[src/rtl/neuron_spike_queue.sv]
// Spike queue stage: registers potential write-back, buffers spiking neuron indices in a FWFT FIFO,
// and tracks timestep completion. Optional macro SPIKE_QUEUE_TSTAMP_EN tags each entry with an 8-bit timestep.
module neuron_spike_queue #(
  parameter int NUM_NEURONS = 256,
  parameter int IDX_W       = 8,
  parameter int FIFO_DEPTH  = 16,
  parameter int CNT_W       = 16
) (
  input  logic                            wb_clk_i,
  input  logic                            wb_rst_i,
  input  logic                            tick_i,
  input  logic                            eval_valid_i,
  input  logic [IDX_W-1:0]                neuron_idx_i,
  input  logic                            spike_i,
  input  logic [7:0]                      new_potential_i,
  output logic                            pot_we_o,
  output logic [IDX_W-1:0]                pot_addr_o,
  output logic [7:0]                      pot_data_o,
  output logic                            spike_valid_o,
  input  logic                            spike_ready_i,
  output logic [IDX_W-1:0]                spike_idx_o,
`ifdef SPIKE_QUEUE_TSTAMP_EN
  output logic [7:0]                      spike_ts_o,
`endif
  output logic [$clog2(FIFO_DEPTH):0]     fifo_count_o,
  output logic [CNT_W-1:0]                spike_count_o,
  output logic                            overflow_o,
  output logic                            busy_o,
  output logic                            done_o
);

  localparam int PW = $clog2(FIFO_DEPTH);
  localparam int CW = PW + 1;
`ifdef SPIKE_QUEUE_TSTAMP_EN
  localparam int EW = IDX_W + 8;
`else
  localparam int EW = IDX_W;
`endif

  typedef enum logic [1:0] {S_IDLE, S_COLLECT, S_DRAIN} state_t;

  state_t            state_q, state_d;
  logic [EW-1:0]     mem_q [FIFO_DEPTH];
  logic [PW-1:0]     wr_ptr_q, wr_ptr_d;
  logic [PW-1:0]     rd_ptr_q, rd_ptr_d;
  logic [CW-1:0]     count_q, count_d;
  logic [CNT_W-1:0]  spk_cnt_q, spk_cnt_d, spk_base;
  logic              ovf_q, ovf_d;
  logic              done_q, done_d;
  logic              pot_we_q;
  logic [IDX_W-1:0]  pot_addr_q;
  logic [7:0]        pot_data_q;

  logic              empty, full, push_req, push_ok, pop, drop, last_eval;
  logic [EW-1:0]     entry, head;

  assign empty     = (count_q == '0);
  assign full      = (count_q == CW'(FIFO_DEPTH));
  assign push_req  = eval_valid_i & spike_i;
  // Pop requires a non-empty FIFO, so an empty-FIFO push+pop lands the push only.
  assign pop       = ~empty & spike_ready_i;
  assign push_ok   = push_req & (~full | pop);
  assign drop      = push_req & full & ~pop;
  assign last_eval = eval_valid_i & (neuron_idx_i == IDX_W'(NUM_NEURONS - 1));

`ifdef SPIKE_QUEUE_TSTAMP_EN
  logic [7:0] ts_q, ts_d;
  assign ts_d  = tick_i ? ts_q + 8'd1 : ts_q;
  assign entry = {ts_d, neuron_idx_i};

  always_ff @(posedge wb_clk_i or posedge wb_rst_i) begin
    if (wb_rst_i) ts_q <= '0;
    else          ts_q <= ts_d;
  end

  assign spike_ts_o = empty ? '0 : head[EW-1:IDX_W];
`else
  assign entry = neuron_idx_i;
`endif

  assign head = mem_q[rd_ptr_q];

  always_comb begin
    wr_ptr_d = wr_ptr_q;
    rd_ptr_d = rd_ptr_q;
    count_d  = count_q;
    if (push_ok) wr_ptr_d = wr_ptr_q + 1'b1;
    if (pop)     rd_ptr_d = rd_ptr_q + 1'b1;
    case ({push_ok, pop})
      2'b10:   count_d = count_q + 1'b1;
      2'b01:   count_d = count_q - 1'b1;
      default: count_d = count_q;
    endcase
  end

  // Tick clears first, so a same-cycle push is counted from zero.
  always_comb begin
    spk_base  = tick_i ? '0 : spk_cnt_q;
    spk_cnt_d = spk_base;
    if (push_ok && (spk_base != '1)) spk_cnt_d = spk_base + 1'b1;
    ovf_d = (tick_i ? 1'b0 : ovf_q) | drop;
  end

  always_comb begin
    state_d = state_q;
    done_d  = 1'b0;
    if (tick_i) begin
      state_d = S_COLLECT;
    end else begin
      case (state_q)
        S_COLLECT: if (last_eval) state_d = S_DRAIN;
        S_DRAIN: begin
          if (empty) begin
            state_d = S_IDLE;
            done_d  = 1'b1;
          end
        end
        default: state_d = state_q;
      endcase
    end
  end

  always_ff @(posedge wb_clk_i or posedge wb_rst_i) begin
    if (wb_rst_i) begin
      state_q    <= S_IDLE;
      wr_ptr_q   <= '0;
      rd_ptr_q   <= '0;
      count_q    <= '0;
      spk_cnt_q  <= '0;
      ovf_q      <= 1'b0;
      done_q     <= 1'b0;
      pot_we_q   <= 1'b0;
      pot_addr_q <= '0;
      pot_data_q <= '0;
    end else begin
      state_q   <= state_d;
      wr_ptr_q  <= wr_ptr_d;
      rd_ptr_q  <= rd_ptr_d;
      count_q   <= count_d;
      spk_cnt_q <= spk_cnt_d;
      ovf_q     <= ovf_d;
      done_q    <= done_d;
      pot_we_q  <= eval_valid_i;
      if (eval_valid_i) begin
        pot_addr_q <= neuron_idx_i;
        pot_data_q <= new_potential_i;
      end
    end
  end

  always_ff @(posedge wb_clk_i) begin
    if (push_ok) mem_q[wr_ptr_q] <= entry;
  end

  assign pot_we_o      = pot_we_q;
  assign pot_addr_o    = pot_addr_q;
  assign pot_data_o    = pot_data_q;
  assign spike_valid_o = ~empty;
  assign spike_idx_o   = empty ? '0 : head[IDX_W-1:0];
  assign fifo_count_o  = count_q;
  assign spike_count_o = spk_cnt_q;
  assign overflow_o    = ovf_q;
  assign busy_o        = (state_q != S_IDLE);
  assign done_o        = done_q;

endmodule

[config.mk]
export PLATFORM = sky130hd
export DESIGN_NAME = neuron_spike_queue
export DESIGN_NICKNAME = d
export VERILOG_FILES = /design/src/rtl/neuron_spike_queue.sv
export SDC_FILE = /design/constraint.sdc
export NUM_CORES = 1
export LEC_CHECK = 0
export ABC_AREA = 1
export ABC_CLOCK_PERIOD_IN_PS = 2200
export BUFFER_PORTS_ARGS = -buffer_cell sky130_fd_sc_hd__buf_2
export CAP_MARGIN = 0
export CORE_MARGIN = 2
export CORE_UTILIZATION = 59
export CTS_CLUSTER_SIZE = 28
export DETAILED_ROUTE_END_ITERATION = 6
export GPL_TIMING_DRIVEN = 0
export PLACE_DENSITY = 0.8
export SETUP_SLACK_MARGIN = 0.2
export SYNTH_ARGS = -nofsm -noshare
export SYNTH_HDL_FRONTEND = slang
export SYNTH_SLANG_ARGS = --single-unit
[constraint.sdc]
create_clock -name wb_clk_i -period 2.2 [get_ports wb_clk_i]
set_input_delay 0.33 -clock wb_clk_i [delete_from_list [all_inputs] [get_ports wb_clk_i]]
set_output_delay 0.33 -clock wb_clk_i [all_outputs]
set_load 0.1 [all_outputs]
==> impl_metrics.py <==
metrics = {
    "power_and_ir_drop": {
        "power_density_nw_per_um2": 1450,
        "power_w": 0.0143,
        "seq_power_share_pct": 28.8,
        "swShare_pct": 44.5,
        "p_int_w": 0.00794,
        "clkPwrFrac_pct": 19.8,
        "p_leak_nw": 3.75,
        "vdd_drop_max_v": 0.00130,
        "p_switching_w": 0.00636,
        "p_comb_share_pct": 51.4,
    },
    "finish": {
        "final_util_pct": 77.6,
        "fillers": 748,
        "diodes": 0,
        "nets": 824,
        "layoutNonFillerInstCount": 980,
        "drive_above_1_share_pct": 34.0,
        "areaGrowthSynthToFinish_pct": 28.3,
        "layout_commonest_cell": "edfxtp_1",
        "final_cell_mix": "edfxtp_1 (128), nand2_1 (97), nor2_1 (90)",
        "final_area_um2": 9840,
    },
    "global_routing": {
        "grt_pass1_wl_mm": 30.5,
        "grt_overflow": 0,
        "grt_pass1_vias": 5808,
        "antenna_found_initial": 0,
        "grt_max_degree": 35,
        "grt_use_total_pct": 29.1,
    },
    "critical_path": {
        "endpoint_kind": "output port",
        "max_stage_delay_ns": 0.37,
        "regToRegSetupSlack_ns": 0.29,
        "reg2reg_depth": 6,
        "start_kind": "flip-flop",
        "worstPathCellList": "buf_6, buf_6, o21ai_0, o22ai_2, nor2_1, nor2_1, o21ai_2, a21oi_4, buf_12",
        "cp_top_family": "compound AO/OA/AOI/OAI gates",
        "path_class": "flip-flop to output port",
        "arrival_ns": 2.19,
        "cp_slowest_cell": "dfrtp_1",
        "critPathBufInv": 3,
        "cp_data_required_time_ns": 1.87,
        "critical_path_peak_fanout": 8,
        "worstReg2RegStart": "fifo_count_o[2]",
        "regToRegEndpoint": "mem_q[5][7]",
    },
    "die": {
        "die_h_um": 118,
        "io_pins": 72,
        "die-width_um": 118,
        "start_util_pct": 60.5,
        "core_um2": 12700,
        "num_rows": 41,
        "die-area_um2": 13900,
    },
    "worst_hold_path": {
        "hold_end": "pot_we_o",
        "whs_path_depth": 1,
        "hold_path_class": "input pin to flip-flop",
        "min-delay-start": "eval_valid_i",
    },
    "drt": {
        "wl_met2_mm": 10.2,
        "top_layer_used": "met4",
        "wl_met1_mm": 7.64,
        "drt_first_pass_iters": 7,
        "totalWireLength_mm": 20.4,
        "wl_per_cell_um": 20.8,
        "vias": 5935,
        "via_per_inst": 6.06,
        "ant_nets": 0,
        "drt_iter0_drc": 673,
        "wl_met3_mm": 1.76,
        "remaining_drc_errors": 0,
    },
    "timing": {
        "worst_slew_pin_slew_ns": 0.537,
        "slew_headroom_pct": 64.2,
        "post-route-period-util_pct": 114,
        "setup_ws_ns": -0.318,
        "rsz0062_at_grt": "yes",
        "finalSetupViolCount": 8,
        "max_freq_ghz": 0.397,
        "hold_viol_final": 0,
        "slew_viol_final": 0,
        "skew_ns": 0.00883,
        "fin_crit_ns": 2.52,
    },
    "clock_tree": {
        "htree_levels": 4,
        "cts_tree": "done",
        "clk_latency_ns": 0.43,
        "path_clk_slew_ns": 0.06,
        "clkSinkCount": 178,
        "cts_buffer_depth": 2,
        "cts_made_buffers": 17,
        "cts-root-buf": "clkbuf_16",
    },
    "flow_run": {
        "maxCapViolations": 0,
    },
    "logic_synthesis": {
        "yosysSeqAreaShare_pct": 66.4,
        "syn-mean-instance-area_um2": 11.2,
        "synth_warnings": 0,
        "synth-seq-cells": 178,
        "synth_xor_area_share_pct": 2.63,
        "synth_edf_count": 128,
        "synth_fa_ha_area_share_pct": 1.14,
        "synth_fp_nets": 714,
        "syn_inst": 685,
        "ys.flop_type": "edfxtp_1",
        "synthDistinctLibCells": 36,
        "async_flop_share_pct": 28.1,
        "synth_compound_area_share_pct": 9.79,
        "syn-cell-area_um2": 7670,
        "synth_mux_area_share_pct": 0,
        "yosys.area_share.simple_pct": 15.8,
        "synth_top_family_by_area": "simple AND/OR/NAND/NOR gates",
    },
    "placed_design": {
        "dp_cells": 928,
        "pre_cts_slack_ns": -0.538,
        "dp_hpwl_mm": 12.4,
        "placed_area_um2": 8450,
        "place.gp.congestion": 0.935,
        "port_buffers": 70,
    },
    "status": {
        "violations": "setup timing",
        "status": "finished with violations",
    },
}
-- layout make-up --
type / count / area (um^2) / area share, %
multi-input cells: 431 / 2780 / 28.3
plain buffers: 32 / 294 / 2.99
flip-flops and latches: 178 / 5110 / 52.0
well taps: 172 / 215 / 2.19
clock buffers: 28 / 532 / 5.41
inverters: 44 / 186 / 1.90
repair buffers: 91 / 692 / 7.03
clock inverters: 4 / 21.3 / 0.216
-- worst reg2reg max path, cell delays in order (launching register included) --
cell and delay [ns]:
dfrtp_2 0.43, nor2_4 0.06, nand2_1 0.07, nor3_2 0.06
nor2_4 0.24, nand2_1 0.22, nor2_2 0.47
-- worst max path at each step --
stage	from	end	slack (ns)	depth (start not counted)
6_report	rd_ptr_q[0]	spike_idx_o[1]	-0.32	9
5_1_grt	rd_ptr_q[0]	spike_idx_o[6]	-0.37	7
4_1_cts	rd_ptr_q[0]	spike_idx_o[3]	-0.27	9
3_5_place_dp	rd_ptr_q[1]	spike_idx_o[6]	-0.54	7
3_3_place_gp	rd_ptr_q[1]	spike_idx_o[4]	-0.47	7
2_1_floorplan	fifo_count_o[0]	spike_idx_o[0]	-0.19	5
-- cells by family after synthesis --
family | after synthesis
flops | 178
compound gates | 126
xor+xnor | 23
simple gates | 275
buf+inv | 76
fa+ha+maj | 7
-- repair_timing --
action / in CTS / in global routing
setup endpoints to repair: 17 / 77
pin swaps: 25 / 37
hold buffers: 1 / 0
buffers inserted: 4 / 12
cloned: 2 / 1
endpoints found under the hold margin: 16 / 0
resized for setup: 124 / 62
-- layer usage --
metal	track usage, %	up-vias
met1	36.6	2878
li1	-	2632
met5	0	-
met3	5.62	65
met2	48.0	360
met4	15.2	0
-- power groups by stage --
stage | registers [W] | logic, W | clock network, W
after floorplan | 0.00468 | 0.00362 | 0
after global placement | 0.00414 | 0.00521 | 0
after detailed placement | 0.00415 | 0.00535 | 0
after CTS | 0.00409 | 0.00665 | 0.00284
after global routing | 0.00413 | 0.00766 | 0.00296
final | 0.00412 | 0.00736 | 0.00283
-- registers in the layout (all words and copies together), names as in the netlist --
register	cells
done_o	1
fifo_count_o	5
mem_q	128
overflow_o	1
pot_addr_o	8
pot_data_o	8
pot_we_o	1
rd_ptr_q	4
spike_count_o	16
state_q	2
wr_ptr_q	4
-- metrics by stage --
step / hold WS [ns] / setup TNS [ns]
4_1_cts: 0.0680 / -2.04
3_3_place_gp: 0.450 / -4.59
3_5_place_dp: 0.338 / -3.60
6_report: 0.0861 / -2.31
2_1_floorplan: 0.361 / -1.49
5_1_grt: 0.0763 / -2.68
-- cells in the mapped netlist (all sizes together) (5+ instances only) --
cell type,instances,area [um^2]
a21oi,10,50.1
buf,12,77.6
clkbuf,20,75.1
dfrtp,50,1250
edfxtp,128,3840
ha,7,87.6
inv,43,164
nand2,108,443
nand3,28,145
nand4,7,43.8
nor2,117,467
nor3,7,50.1
nor4,5,37.5
o21ai,81,417
o221ai,24,210
o22ai,9,56.3
xnor2,9,78.8
xor2,14,123
No activity file was read; power rests on OpenSTA's default activity.
